[src/rtl/ah_pl2ddr_burst_planner_if.sv]
// Plan handshake between the burst planner (master) and the AXI write master
// (slave). The planner offers one burst at a time on a valid/ready pair.
interface ah_pl2ddr_burst_planner_if #(
  parameter int ADDR_W = 32,
  parameter int LEN_W  = 9
);
  logic              plan_valid;
  logic              plan_ready;
  logic [ADDR_W-1:0] plan_addr;
  logic [LEN_W-1:0]  plan_beats;
  logic [7:0]        plan_awlen;

  modport master (
    output plan_valid,
    output plan_addr,
    output plan_beats,
    output plan_awlen,
    input  plan_ready
  );

  modport slave (
    input  plan_valid,
    input  plan_addr,
    input  plan_beats,
    input  plan_awlen,
    output plan_ready
  );
endinterface

[src/rtl/ah_pl2ddr_burst_planner.sv]
// PL-to-DDR burst planner. Converts a FIFO fill level and a DDR window into a
// sequence of power-of-two write bursts that never cross a 4 KB boundary or
// the window end, waiting for each burst to complete before planning the next.
// Optional ring-buffer wrap on window exhaustion: AH_PL2DDR_PLAN_WRAP_EN.
module ah_pl2ddr_burst_planner #(
  parameter int ADDR_W     = 32,
  parameter int AVAIL_W    = 10,
  parameter int DATA_BYTES = 4,
  parameter int MAX_BURST  = 256,
  parameter int LEN_W      = $clog2(MAX_BURST) + 1
) (
  input  logic                 clk,
  input  logic                 rst_n,
  input  logic                 i_arm,
  input  logic [ADDR_W-1:0]    i_addr_low,
  input  logic [ADDR_W-1:0]    i_addr_high,
  input  logic [AVAIL_W-1:0]   i_data_available,
  input  logic                 i_burst_done,
  ah_pl2ddr_burst_planner_if.master plan_if,
  output logic [ADDR_W-1:0]    o_offset,
  output logic                 o_full,
  output logic [15:0]          o_wrap_cnt,
  output logic                 o_busy
);

  localparam int DB_SH = $clog2(DATA_BYTES);
  localparam int XW    = ADDR_W + 1;

  typedef enum logic [2:0] {
    ST_IDLE  = 3'd0,
    ST_SCAN  = 3'd1,
    ST_TRIM  = 3'd2,
    ST_OFFER = 3'd3,
    ST_BUSY  = 3'd4,
    ST_FULL  = 3'd5
  } state_t;

  state_t            r_state;
  logic [ADDR_W-1:0] r_low;
  logic [ADDR_W-1:0] r_high;
  logic [ADDR_W-1:0] r_offset;
  logic [LEN_W-1:0]  r_cand;
  logic              r_plan_valid;
  logic [ADDR_W-1:0] r_plan_addr;
  logic [LEN_W-1:0]  r_plan_beats;
  logic [7:0]        r_plan_awlen;
  logic              r_full;
  logic [15:0]       r_wrap_cnt;
  logic              r_busy;

  logic [XW-1:0]     w_span;
  logic [XW-1:0]     w_remaining;
  logic [XW-1:0]     w_to_4k;
  logic [XW-1:0]     w_limit;
  logic [XW-1:0]     w_cand_bytes;
  logic              w_exhausted;
  logic [LEN_W-1:0]  w_avail_cap;
  logic [ADDR_W-1:0] w_beat_bytes;
  logic [ADDR_W-1:0] w_scan_addr;

  // Largest power of two not exceeding v (v is non-zero when used).
  function automatic logic [LEN_W-1:0] pow2_floor(input logic [LEN_W-1:0] v);
    logic [LEN_W-1:0] r;
    r = '0;
    for (int i = 0; i < LEN_W; i++) begin
      if (v[i]) begin
        r = LEN_W'(1) << i;
      end else begin
        r = r;
      end
    end
    return r;
  endfunction

  // Window arithmetic is done one bit wider than the address so nothing wraps.
  always_comb begin
    w_span       = XW'(r_high) - XW'(r_low);
    w_remaining  = w_span - XW'(r_offset);
    w_to_4k      = XW'(13'h1000) - XW'(r_plan_addr[11:0]);
    w_cand_bytes = XW'(r_cand) << DB_SH;
    w_beat_bytes = ADDR_W'(r_plan_beats) << DB_SH;
    w_scan_addr  = r_low + r_offset;
    w_exhausted  = (w_remaining < XW'(DATA_BYTES));
    if (w_remaining < w_to_4k) begin
      w_limit = w_remaining;
    end else begin
      w_limit = w_to_4k;
    end
    if (32'(i_data_available) > 32'(MAX_BURST)) begin
      w_avail_cap = LEN_W'(MAX_BURST);
    end else begin
      w_avail_cap = LEN_W'(i_data_available);
    end
  end

  // Planner FSM with all plan/status outputs registered; arm overrides everything.
  always_ff @(posedge clk or negedge rst_n) begin
    if (!rst_n) begin
      r_state      <= ST_IDLE;
      r_low        <= '0;
      r_high       <= '0;
      r_offset     <= '0;
      r_cand       <= '0;
      r_plan_valid <= 1'b0;
      r_plan_addr  <= '0;
      r_plan_beats <= '0;
      r_plan_awlen <= 8'd0;
      r_full       <= 1'b0;
      r_wrap_cnt   <= 16'd0;
      r_busy       <= 1'b0;
    end else if (i_arm) begin
      r_state      <= ST_SCAN;
      r_low        <= i_addr_low;
      r_high       <= i_addr_high;
      r_offset     <= '0;
      r_wrap_cnt   <= 16'd0;
      r_full       <= 1'b0;
      r_busy       <= 1'b1;
      r_plan_valid <= 1'b0;
    end else begin
      case (r_state)
        ST_IDLE: begin
          r_state <= ST_IDLE;
        end
        ST_SCAN: begin
          if (w_exhausted) begin
`ifdef AH_PL2DDR_PLAN_WRAP_EN
            r_offset <= '0;
            if (r_wrap_cnt != 16'hFFFF) begin
              r_wrap_cnt <= r_wrap_cnt + 16'd1;
            end else begin
              r_wrap_cnt <= r_wrap_cnt;
            end
`else
            r_state <= ST_FULL;
            r_full  <= 1'b1;
            r_busy  <= 1'b0;
`endif
          end else if (i_data_available != '0) begin
            // Fill level is captured here only; later changes cannot disturb the plan.
            r_cand      <= pow2_floor(w_avail_cap);
            r_plan_addr <= w_scan_addr;
            r_state     <= ST_TRIM;
          end else begin
            r_state <= ST_SCAN;
          end
        end
        ST_TRIM: begin
          if (w_cand_bytes <= w_limit) begin
            r_plan_valid <= 1'b1;
            r_plan_beats <= r_cand;
            r_plan_awlen <= 8'(r_cand - LEN_W'(1));
            r_state      <= ST_OFFER;
          end else begin
            r_cand <= r_cand >> 1;
          end
        end
        ST_OFFER: begin
          if (plan_if.plan_ready) begin
            r_offset     <= r_offset + w_beat_bytes;
            r_plan_valid <= 1'b0;
            r_state      <= ST_BUSY;
          end else begin
            r_state <= ST_OFFER;
          end
        end
        ST_BUSY: begin
          if (i_burst_done) begin
            r_state <= ST_SCAN;
          end else begin
            r_state <= ST_BUSY;
          end
        end
        ST_FULL: begin
          r_state <= ST_FULL;
        end
        default: begin
          r_state      <= ST_IDLE;
          r_plan_valid <= 1'b0;
          r_busy       <= 1'b0;
        end
      endcase
    end
  end

  assign plan_if.plan_valid = r_plan_valid;
  assign plan_if.plan_addr  = r_plan_addr;
  assign plan_if.plan_beats = r_plan_beats;
  assign plan_if.plan_awlen = r_plan_awlen;
  assign o_offset           = r_offset;
  assign o_full             = r_full;
  assign o_wrap_cnt         = r_wrap_cnt;
  assign o_busy             = r_busy;

endmodule
[src/flat_wrapper.sv]
// flat-port wrapper written by rule: the top's interface ports become plain ports
module ah_pl2ddr_burst_planner_flat 
#(
  parameter int ADDR_W     = 32,
  parameter int AVAIL_W    = 10,
  parameter int DATA_BYTES = 4,
  parameter int MAX_BURST  = 256,
  parameter int LEN_W      = $clog2(MAX_BURST) + 1
)
  (clk, rst_n, i_arm, i_addr_low, i_addr_high, i_data_available, i_burst_done, o_offset, o_full, o_wrap_cnt, o_busy, plan_if_plan_valid, plan_if_plan_addr, plan_if_plan_beats, plan_if_plan_awlen, plan_if_plan_ready);
  ah_pl2ddr_burst_planner_if #(.ADDR_W(ADDR_W), .LEN_W(LEN_W)) plan_if_i ();
  input  logic clk;
  input  logic rst_n;
  input  logic i_arm;
  input  logic [ADDR_W-1:0] i_addr_low;
  input  logic [ADDR_W-1:0] i_addr_high;
  input  logic [AVAIL_W-1:0] i_data_available;
  input  logic i_burst_done;
  output logic [ADDR_W-1:0] o_offset;
  output logic o_full;
  output logic [15:0] o_wrap_cnt;
  output logic o_busy;
  output wire logic [$bits(plan_if_i.plan_valid)-1:0] plan_if_plan_valid;
  output wire logic [$bits(plan_if_i.plan_addr)-1:0] plan_if_plan_addr;
  output wire logic [$bits(plan_if_i.plan_beats)-1:0] plan_if_plan_beats;
  output wire logic [$bits(plan_if_i.plan_awlen)-1:0] plan_if_plan_awlen;
  input wire logic [$bits(plan_if_i.plan_ready)-1:0] plan_if_plan_ready;
  assign plan_if_plan_valid = plan_if_i.plan_valid;
  assign plan_if_plan_addr = plan_if_i.plan_addr;
  assign plan_if_plan_beats = plan_if_i.plan_beats;
  assign plan_if_plan_awlen = plan_if_i.plan_awlen;
  assign plan_if_i.plan_ready = plan_if_plan_ready;
  ah_pl2ddr_burst_planner #(.ADDR_W(ADDR_W), .AVAIL_W(AVAIL_W), .DATA_BYTES(DATA_BYTES), .MAX_BURST(MAX_BURST), .LEN_W(LEN_W)) u_core (.clk(clk), .rst_n(rst_n), .i_arm(i_arm), .i_addr_low(i_addr_low), .i_addr_high(i_addr_high), .i_data_available(i_data_available), .i_burst_done(i_burst_done), .plan_if(plan_if_i), .o_offset(o_offset), .o_full(o_full), .o_wrap_cnt(o_wrap_cnt), .o_busy(o_busy));
endmodule
[config.mk]
export PLATFORM = sky130hd
export DESIGN_NAME = ah_pl2ddr_burst_planner_flat
export DESIGN_NICKNAME = d
export VERILOG_FILES = /design/src/rtl/ah_pl2ddr_burst_planner_if.sv /design/src/rtl/ah_pl2ddr_burst_planner.sv /design/src/flat_wrapper.sv
export SDC_FILE = /design/constraint.sdc
export NUM_CORES = 1
export LEC_CHECK = 0
export ABC_CLOCK_PERIOD_IN_PS = 16400
export CAP_MARGIN = 20
export CORE_MARGIN = 1.5
export CORE_UTILIZATION = 40
export CTS_CLUSTER_DIAMETER = 40
export DETAILED_ROUTE_END_ITERATION = 6
export HOLD_SLACK_MARGIN = 0.06
export SLEW_MARGIN = 20
export SYNTH_ARGS = -nofsm -noshare
export SYNTH_HDL_FRONTEND = slang
export SYNTH_SLANG_ARGS = --single-unit
[constraint.sdc]
create_clock -name clk -period 16.4 [get_ports clk]
set_input_delay 1.64 -clock clk [delete_from_list [all_inputs] [get_ports clk]]
set_output_delay 1.64 -clock clk [all_outputs]
set_load 0.05 [all_outputs]
# Yosys cells after proc, flatten, opt, wreduce, memory -nomap -nowiden
# Cells that the tools add are included.
# totals
regBits	160
output_inout_bits	100
# classes
add_sub_neg	6
magnitude_cmp	4
eq_ne	13
n_mux	35
bitwise_logic	2
reduce_logical	16
# ops
op	count
32-bit 2-to-1 mux	3
9-bit 2-to-1 mux	5
11-bit by 33-bit <= comparator with 1-bit output	1
33-bit by 3-bit less-than comparator with 1-bit output, second input constant	1
33-bit less-than comparator	1
33-bit 2-to-1 mux	1
32-bit by 32-bit subtractor with 33-bit output	1
33-bit by 32-bit subtractor with 33-bit output	1
32-bit by 11-bit adder with 32-bit output	1
32-bit adder	1
3-bit 2-to-1 mux	6
9-bit one-hot mux with 2 select lines	1
3-bit one-hot mux with 5 select lines	1
13-bit by 12-bit subtractor with 14-bit output, first input constant	1
10-bit by 9-bit greater-than comparator with 1-bit output, second input constant	1
10-bit nonzero test	1
2-bit nonzero test	5
1-bit 2-to-1 mux	9
8-bit 2-to-1 mux	1
8-bit by 1-bit subtractor with 8-bit output, second input constant	1
7-bit 2-to-1 mux	1
3-bit by 2-bit equality test with 1-bit output, second input constant	2
3-bit equality test, second input constant	2
6-bit 2-to-1 mux	1
other kinds (18)	27

# Longest topological paths before layout
# depth
depth_word	14
mapped_depth	31

# Least setup slack after synthesis
# No wires, ideal clock.
# synth_path
path_kind	register -> register
from	register u_core.r_offset[4] (netlist: u_core.o_offset[4])
to	register u_core.r_cand[0]
setup_ns	0.125
arrival_ns	6.769
setup_slack_ns	9.506
stages_incl_launch_ff	31
cell_sequence	dfrtp_1 inv_1 fa_1 ha_1 a21o_1 a31oi_1 o21ai_0 a21o_1 a21oi_1 xnor2_1 ha_1 o21ai_0 nor2_1 a211oi_1 o21ai_0 nor2_1 buf_2 a21oi_1 ha_1 a21o_1 a21o_1 a21o_1 a21o_1 a211oi_1 o21bai_1 a21oi_1 nor2_1 mux2_1 a31o_1 buf_6 mux2_4
# synth_between
elab_chain_cells	6
word_cells_on_any_way	8
classes_between	add/sub: 1; order compare: 3; eq/ne: 2; mux: 1; reduce/logical: 1
# synth_rtl
item	line_no	rtl
from (decl)	ah_pl2ddr_burst_planner.sv:41	logic [ADDR_W-1:0] r_offset;
from (signal assigned)	ah_pl2ddr_burst_planner.sv:160	r_offset <= r_offset + w_beat_bytes;
33-bit by 32-bit subtractor with 33-bit output *	ah_pl2ddr_burst_planner.sv:78	w_remaining = w_span - XW'(r_offset);
33-bit less-than comparator	ah_pl2ddr_burst_planner.sv:84	if (w_remaining < w_to_4k) begin
33-bit 2-to-1 mux	ah_pl2ddr_burst_planner.sv:84	
11-bit by 33-bit <= comparator with 1-bit output	ah_pl2ddr_burst_planner.sv:149	if (w_cand_bytes <= w_limit) begin
2-bit != test (no line)	n/a	
5-bit AND reduction (no line) *	n/a	
to (signal assigned)	ah_pl2ddr_burst_planner.sv:141	r_cand <= pow2_floor(w_avail_cap);
to (signal assigned)	ah_pl2ddr_burst_planner.sv:155	r_cand <= r_cand >> 1;
to (decl)	ah_pl2ddr_burst_planner.sv:42	logic [LEN_W-1:0] r_cand;
# Every way passes the cells marked *; elsewhere a longest branch is shown, timed or not.
# A chain may end at the register's enable or synchronous reset.

# Worst setup path after layout
# layout_path
from	register u_core.r_offset[3] (netlist: u_core.o_offset[3])
to	register u_core.r_cand[5]
# Same word-level chain as after synthesis.

==> impl_metrics.ini <==
[worst_setup_path]
cp_num_buf_inv = 1
crit_type = flop to flop
critPathMaxFanout = 18
cpLargestDelayFamily = compound AO/OA/AOI/OAI gates
critPathRequiredTime_ps = 16720
start_kind = flop
slowest_stage = nor2_1
crit_top_cell = a21o_1
cpPeakStageDelay_ps = 750
rrSetupSlack_ps = 8820
critPathArrivalTime_ps = 7900
end_kind = flop

[global_routing]
grtUsageTotal_pct = 20.9
grt_busiest_layer = met2
overflow = 0
grtUsageMet1_pct = 27.7
grt_pass1_wl_mm = 50.9
grt_max_degree = 98
grt_pass1_vias = 9637
grt_antenna_before_repair = 0
grtUsageMet2_pct = 34.7
met3_usage_pct = 3.39

[timing]
worst_pin_slew_ps = 945
maxSlewViolCount = 0
finalSetupViolCount = 0
fmax_mhz = 132
final.period_utilization_pct = 46.2
skew_ps = 17.2
fin_tns_setup_ps = 0
period_minus_slack_ps = 7580
hold_violations = 0
holdWs_ps = 489
grt_setup_unrepaired = no
timing.slew.headroom_pct = 36.8

[synth]
yosysWarnings = 0
async_flop_share_pct = 100
netlist.area_leader.share_pct = 32.7
seq_area_frac_synth_pct = 32.7
synth_enable_flop_cells = 0
netlist_area_um2 = 12100
ys_ff_latch = 158
netlist_top_cells_area = dfrtp_1 (33%), ha_1 (13%), fa_1 (5.3%), mux2_2 (4.3%), xnor2_1 (4.1%)
yosysUniqueCellTypes = 78
synth_top_cell_by_area = dfrtp_1
synth_ff_type = dfrtp_1
synth_cells = 1265
syn_avg_cell_area_um2 = 9.56

[clock_network]
post_cts_resized = 0
cts_sinks = 158
cts_tree = built
htreeDepth = 4
cts_root_buf = clkbuf_16
clk_path_buf_depth = 2
clkLatencyLatePin_ps = 440
clk_pin_slew_worst_paths_ps = 70
cts_buffers = 17
cts_setup_buffers = 0
hold_buffers = 0

[route]
antenna_left = 0
first_pass_iters = 5
vias = 9480
routed_via_density = 5.24
drt_iter0_markers = 536
wl_per_cell_um = 17.5
wl_mm = 31.7
drc = 0

[hold_path]
worst_hold_path_type = flop to flop

[final_layout]
syn_to_final_growth_pct = 20.3
nNetsFinal = 1640
layout-drive-gt1-share_pct = 8.53
final_cell_mix = clkdlybuf4s50_1 (158), dfrtp_1 (158), ha_1 (124)
postLayoutCellArea_um2 = 14600
fillers = 2844
antenna_cells = 0
fin_util_pct = 49.0

[place]
io_buffers = 160
dp.final_hpwl_mm = 24.5
dpl_cell_area_um2 = 14000
place_congestion = 0.904

[outcome]
outcome = completed

[die]
start_util_pct = 40.7
core_um2 = 29700
num_rows = 63
dieArea_um2 = 31300
die_y_um = 177
fp.dieW_um = 177
ioPinCount = 179

[power]
peakVddDrop_mv = 0.0896
leakage_uw = 0.00636
power_density_nw_per_um2 = 120

[run]
cap_violations = 0
## through the flow
step           total power [uW]  worst slack [ps]  instances
2_1_floorplan              1080              9510       1282
3_3_place_gp               1330              9050       1776
3_5_place_dp               1330              8830       1776
4_1_cts                    1760              8790       1808
5_1_grt                    1850              8150       1808
6_report                   1740              8820       1808
## report_power, final
group | leakage [uW] | switching (uW) | internal [uW] | total (uW)
sequential | 0.00197 | 61.7 | 448 | 509
combinational | 0.00411 | 501 | 317 | 818
clock | 0.000284 | 183 | 232 | 415
## cell families (layout without fill, tap and decap cells)
kind of cell / count (synthesis) / count (layout) / synth area share, %
buffers and inverters: 160 / 296 / 5.77
and+or+nand+nor: 338 / 338 / 13.9
adders and majority gates: 156 / 156 / 18.1
xor gates and xnor gates: 87 / 87 / 6.30
muxes: 89 / 89 / 8.76
AOI/OAI and AO/OA: 276 / 276 / 14.4
other: 1 / 18 / 0.0310
DFF: 158 / 158 / 32.7
## layer usage
layer / vias up / share of wire (%) / routed length, um
met4: 0 / 2.2 / 710
li1: 4623 / - / -
met1: 4577 / 46 / 14600
met2: 243 / 47 / 15000
met3: 37 / 4.3 / 1380
met5: - / 0 / 0
## area by class of cell
cell class	count	area, um^2	area share (%)
Multi-Input combinational cell	964	7500	51.6
Sequential cell	158	3950	27.2
Timing Repair Buffer	165	1640	11.3
Tap cell	390	488	3.35
Clock buffer	19	443	3.04
Inverter	99	372	2.55
Clock inverter	13	154	1.06
## flip-flops by register name, summed over array words and instances, names as in the netlist
register / flops
u_core.plan_if.plan_addr: 32
u_core.r_low: 32
u_core.o_busy: 1
u_core.plan_if.plan_valid: 1
u_core.plan_if.plan_awlen: 8
u_core.o_full: 1
u_core.o_offset: 30
u_core.r_state: 3
u_core.r_cand: 9
u_core.r_high: 32
u_core.plan_if.plan_beats: 9
## worst paths after layout
kind,startpoint,cells past startpoint,endpoint
max in group asynchronous,rst_n,2,u_core.o_offset[19]
max reg2reg,u_core.o_offset[3],29,u_core.r_cand[5]
min,u_core.plan_if.plan_addr[24],1,u_core.plan_if.plan_addr[24]
min in group asynchronous,rst_n,1,u_core.plan_if.plan_awlen[2]
max,u_core.o_offset[3],29,u_core.r_cand[5]
min reg2reg,u_core.plan_if.plan_addr[24],1,u_core.plan_if.plan_addr[24]
## Yosys cell counts, types with 11 or more instances
cell type and number:
clkbuf_1 32, mux2_2 46, and3_1 13, nand2_1 114, dfrtp_1 158, nand4_1 13
nor2b_1 12, nor3_1 23, inv_1 99, o21ai_0 74, nand3_1 26, ha_1 124
mux2_4 16, nor4_1 13, xnor2_1 57, a21o_1 25, a21oi_1 85, fa_1 32
buf_4 18, o21bai_1 12, mux2_1 22, a31oi_1 11, nor2_1 72, xor2_1 30
Power figures use the tool's default switching activity.
